[src/rtl/alu_issue_stage.sv]
// ID/EX issue stage: decodes the ALU operation, selects operand B and
// registers the bundle for Execute, with load-use stalling, flush and hold.
module alu_issue_stage #(
    parameter int DATA_WIDTH     = 32,
    parameter int REG_ADDR_WIDTH = 5
) (
    input  logic                      clk,
    input  logic                      rst,
    input  logic [31:0]               InstrD,
    input  logic                      ValidD,
    input  logic [DATA_WIDTH-1:0]     RD1D,
    input  logic [DATA_WIDTH-1:0]     RD2D,
    input  logic [DATA_WIDTH-1:0]     ImmExtD,
    input  logic                      HoldE,
    input  logic                      FlushE,
    output logic                      StallD,
    output logic [DATA_WIDTH-1:0]     RD1E,
    output logic [DATA_WIDTH-1:0]     SrcBE,
    output logic [DATA_WIDTH-1:0]     RD2E,
    output logic [2:0]                ALUControlE,
    output logic [REG_ADDR_WIDTH-1:0] RdE,
    output logic                      RegWriteE,
    output logic                      MemReadE,
    output logic                      MemWriteE,
    output logic                      BranchE,
    output logic                      ValidE,
    output logic                      IllegalE
);

    localparam logic [6:0] OP_R      = 7'b0110011;
    localparam logic [6:0] OP_I      = 7'b0010011;
    localparam logic [6:0] OP_LOAD   = 7'b0000011;
    localparam logic [6:0] OP_STORE  = 7'b0100011;
    localparam logic [6:0] OP_BRANCH = 7'b1100011;
    localparam logic [6:0] OP_LUI    = 7'b0110111;

    typedef struct packed {
        logic                      valid;
        logic                      ill;
        logic                      rw;
        logic                      mr;
        logic                      mw;
        logic                      br;
        logic [2:0]                alu;
        logic [REG_ADDR_WIDTH-1:0] rd;
        logic [DATA_WIDTH-1:0]     rd1;
        logic [DATA_WIDTH-1:0]     srcb;
        logic [DATA_WIDTH-1:0]     rd2;
    } e_t;

    e_t e_q, e_d, dec;

    logic [6:0]                opcode;
    logic [2:0]                funct3;
    logic                      alt;
    logic [REG_ADDR_WIDTH-1:0] rd, rs1, rs2;
    logic                      is_r, is_i, is_ld, is_st, is_br, is_lui;
    logic                      ill, uses_rs2, uses_imm, writes;
    logic [2:0]                alu;
    logic                      hazard;
    logic                      unused_bits;

    assign opcode      = InstrD[6:0];
    assign funct3      = InstrD[14:12];
    assign alt         = InstrD[30];
    assign rd          = REG_ADDR_WIDTH'(InstrD[11:7]);
    assign rs1         = REG_ADDR_WIDTH'(InstrD[19:15]);
    assign rs2         = REG_ADDR_WIDTH'(InstrD[24:20]);
    assign unused_bits = ^{InstrD[31], InstrD[29:25]};

    assign is_r   = (opcode == OP_R);
    assign is_i   = (opcode == OP_I);
    assign is_ld  = (opcode == OP_LOAD);
    assign is_st  = (opcode == OP_STORE);
    assign is_br  = (opcode == OP_BRANCH);
    assign is_lui = (opcode == OP_LUI);

    assign uses_rs2 = is_r | is_st | is_br;
    assign uses_imm = is_i | is_ld | is_st | is_lui;
    assign writes   = is_r | is_i | is_ld | is_lui;

    always_comb begin
        alu = 3'b000;
        ill = 1'b0;
        if (is_r || is_i) begin
            case (funct3)
                3'b000: alu = (is_r && alt) ? 3'b001 : 3'b000;
                3'b111: alu = 3'b010;
                3'b110: alu = 3'b011;
                3'b100: alu = 3'b100;
                3'b001: alu = 3'b110;
                3'b101: begin
                    alu = 3'b111;
                    ill = alt;
                end
                default: ill = 1'b1;
            endcase
        end else if (is_ld || is_st) begin
            alu = 3'b000;
        end else if (is_br) begin
            alu = 3'b001;
            ill = (funct3 != 3'b001);
        end else if (is_lui) begin
            alu = 3'b101;
        end else begin
            ill = 1'b1;
        end
    end

    always_comb begin
        dec       = '0;
        dec.valid = 1'b1;
        dec.ill   = ill;
        dec.alu   = ill ? 3'b000 : alu;
        dec.rw    = writes & ~ill & (rd != '0);
        dec.mr    = is_ld;
        dec.mw    = is_st;
        dec.br    = is_br & ~ill;
        dec.rd    = rd;
        dec.rd1   = RD1D;
        dec.srcb  = uses_imm ? ImmExtD : RD2D;
        dec.rd2   = RD2D;
    end

    // The load sitting in E is the only producer that can't forward in time.
    assign hazard = e_q.valid & e_q.mr & (e_q.rd != '0) & ValidD &
                    ((e_q.rd == rs1) | (uses_rs2 & (e_q.rd == rs2)));

    assign StallD = ~rst & (hazard | HoldE);

    always_comb begin
        e_d = dec;
        if (FlushE) begin
            e_d = '0;
        end else if (HoldE) begin
            e_d = e_q;
        end else if (hazard || !ValidD) begin
            e_d = '0;
        end
    end

    always_ff @(posedge clk) begin
        if (rst) begin
            e_q <= '0;
        end else begin
            e_q <= e_d;
        end
    end

    assign RD1E        = e_q.rd1;
    assign SrcBE       = e_q.srcb;
    assign RD2E        = e_q.rd2;
    assign ALUControlE = e_q.alu;
    assign RdE         = e_q.rd;
    assign RegWriteE   = e_q.rw;
    assign MemReadE    = e_q.mr;
    assign MemWriteE   = e_q.mw;
    assign BranchE     = e_q.br;
    assign ValidE      = e_q.valid;
    assign IllegalE    = e_q.ill;

endmodule

[config.mk]
export PLATFORM = sky130hd
export DESIGN_NAME = alu_issue_stage
export DESIGN_NICKNAME = d
export VERILOG_FILES = /design/src/rtl/alu_issue_stage.sv
export SDC_FILE = /design/constraint.sdc
export NUM_CORES = 1
export LEC_CHECK = 0
export BUFFER_PORTS_ARGS = -buffer_cell sky130_fd_sc_hd__buf_2
export CAP_MARGIN = 20
export CORE_MARGIN = 5
export CORE_UTILIZATION = 25
export CTS_BUF_LIST = sky130_fd_sc_hd__clkbuf_4 sky130_fd_sc_hd__clkbuf_8
export DETAILED_ROUTE_END_ITERATION = 16
export PLACE_DENSITY = 0.47
export SYNTH_ARGS = -nofsm -noshare
export SYNTH_HDL_FRONTEND = slang
export SYNTH_SLANG_ARGS = --single-unit
[constraint.sdc]
create_clock -name clk -period 3.1 [get_ports clk]
set_clock_uncertainty 0.05 [all_clocks]
set_input_delay 0.465 -clock clk [delete_from_list [all_inputs] [get_ports clk]]
set_output_delay 0.465 -clock clk [all_outputs]
set_load 0.005 [all_outputs]
==> flow_summary_export.csv <==
group,metric,value,unit
setup_path,crit_family,"simple AND/OR/NAND/NOR gates",
setup_path,arrival,2.24,ns
setup_path,max_stage_delay,0.49,ns
yosys,async_reset_ff_share,0,%
die,std_cell_rows,48,
route,wl_per_cell,17.6,um
place,io_buffers,237,
cells_and_area,layout_common_cells,"buf_2 (237), dfxtp_1 (110), a32o_1 (71)",
route,drt_iter0_drc,131,
cells_and_area,synthToLayoutAreaGrowth,35.1,%
yosys,synth_fp_nets,530,
cells_and_area,num-fill-cells,1808,
yosys,yosys.cell_types.count,39,
outcome,status,"finished, final reports clean",
setup_path,cp-start-kind,"flop",
cells_and_area,fin_cells,842,
global_routing,antenna_found_initial,0,
die,dieHeight,142,um
route,post-route-drc-count,0,
setup_path,cp_max_fo,22,
clock_tree,clk_path_buf_depth,2,
flow_run,maxCapViolations,0,
route,viasPerCell,4.86,
timing,fmax,363,MHz
global_routing,track_usage,14.1,%
setup_path,crit_required,2.58,ns
timing,finalSetupTns,0,ns
yosys,ys_warn_count,0,
setup_path,worst_path_max_delay_cell,"nor3_1",
clock_tree,numCtsBuffers,9,
clock_tree,clock-sinks,110,
clock_tree,ctsHoldBuffers,0,
yosys,yosys_most_used_dff,"dfxtp_1",
global_routing,grt_pass1_wl,22800,um
pwr,power_density,454,nW/um^2
yosys,postSynthCellCount,397,
place,place_congestion,0.817,
setup_path,crit_type,"reg -> out",
global_routing,grt_max_degree,76,
cells_and_area,final-seq-area,2200,um^2
clock_tree,cts_root_buffer,"clkbuf_8",
cells_and_area,multiInputGateArea,1930,um^2
clock_tree,post_cts_resized,0,
setup_path,rrSetupSlack,0.73,ns
die,die_area,20200,um^2
route,vias,4088,
yosys,yosysSeqAreaShare,50.5,%
die,core_area,17200,um^2
cells_and_area,final_common_cell,"buf_2",
cells_and_area,num_antenna_cells,0,
timing,fin_crit,2.76,ns
timing,final_hold_viol_count,0,
timing,slew_headroom,55.2,%
route,dr.pass1.iters,4,
setup_path,path_cells,"xnor2_1 -> nand3_1 -> nor3_1 -> o21ai_4 -> a21oi_1 -> buf_2",
cells_and_area,final_util,34.2,%
timing,tightest_slew,0.669,ns
die,die_w,142,um
clock_tree,cts_max_level,3,
yosys,syn_area_per_cell,11.0,um^2
route,postRouteAntennaNets,0,
place,hpwlAfterDp,11000,um
route,drt_wl_total,14800,um
cells_and_area,drive_gt1_share,44.1,%
yosys,syn_area,4360,um^2
global_routing,grt_overflow,0,
clock_tree,clk_pin_slew,0.11,ns
yosys,synth_edf_count,0,
timing,setup_viol,0,
pwr,power_leakage,0.00282,uW
clock_tree,postCtsSetupBuffers,0,
worst_hold_path,hold_path.class,"in -> reg",
yosys,ys_ff_latch,110,
die,start_util,25.3,%
pwr,ir_worst_vdd,0.174,mV
cells_and_area,fin_nets,746,
timing,rsz0062_at_grt,"no",
clock_tree,cts_tree,"built",
clock_tree,clock_latency,0.37,ns
global_routing,grt_pass1_vias,4259,
place,dp.cells,827,
setup_path,cp-end-kind,"primary output",
die,ioPinCount,244,
timing,maxSlewViolCount,0,
timing,min_period_over_period,88.9,%
setup_path,crit_buf_inv,1,
[cell type report]
cell class                      count  share of cell area, %
Clock inverter                      6                   1.59
Sequential cell                   110                   37.4
Multi-Input combinational cell    246                   32.7
Timing Repair Buffer              245                   21.4
Clock buffer                        9                   2.10
Tap cell                          225                   4.78
Inverter                            1                 0.0637
[flip-flops by register name (all words and copies together), names as in the netlist]
signal / cells
IllegalE: 1
MemWriteE: 1
ALUControlE: 3
BranchE: 1
ValidE: 1
RegWriteE: 1
MemReadE: 1
RD1E: 32
RdE: 5
RD2E: 32
SrcBE: 32
[power breakdown]
group	total, uW	switching, uW	internal, uW
logic	253	126	127
clock network	966	508	459
registers	1460	15.2	1440
[stage by stage]
stage	total power, uW	worst slack, ns	hold WS (ns)	area [um^2]
3_3_place_gp	1740	0.628	0.381	5670
2_1_floorplan	1590	0.868	0.392	4360
5_1_grt	2800	0.0903	0.239	5890
6_report	2680	0.344	0.266	5890
3_5_place_dp	1740	0.598	0.386	5670
4_1_cts	2740	0.260	0.226	5890
[kinds of logic (layout without fill, tap and decap cells)]
family,after synthesis,after routing,synth area share [%]
flops,110,110,50.5
buf+inv,41,261,5.65
mux,32,32,7.34
simple gates,78,78,8.86
compound gates,124,124,25.2
xor+xnor,12,12,2.41
[routing by layer]
layer	vias up	GRT usage, %	wire length [um]	share of wire, %
li1	1972	-	-	-
met1	1915	17.5	6380	43
met2	191	22.6	6500	44
met3	10	5.61	1810	12
met4	0	4.39	145	0.98
met5	-	0	0	0
[synthesized netlist by cell type (2+ instances only)]
master / count / area (um^2)
dfxtp_1: 110 / 2200
a32o_1: 71 / 711
nand2_1: 46 / 173
o31ai_1: 34 / 255
mux2i_1: 32 / 320
clkbuf_1: 22 / 82.6
buf_6: 10 / 113
nor3_1: 8 / 40.0
xnor2_1: 8 / 70.1
buf_2: 5 / 25.0
nor2_1: 5 / 18.8
a21oi_1: 4 / 20.0
nand3_1: 4 / 20.0
xor2_1: 4 / 35.0
buf_4: 3 / 22.5
o21ai_1: 3 / 15.0
and3_1: 2 / 12.5
nand4b_1: 2 / 17.5
nor2b_1: 2 / 12.5
o21ai_0: 2 / 10.0
o41ai_1: 2 / 17.5
[worst paths after layout]
path / start / to / depth (start not counted)
setup reg to reg: RdE[4] / RD1E[4] / 6
hold / removal: RD1D[20] / RD1E[20] / 2
setup / recovery: RdE[4] / StallD / 6
hold reg to reg: SrcBE[14] / SrcBE[14] / 2
No activity file was read; power rests on OpenSTA's default activity.
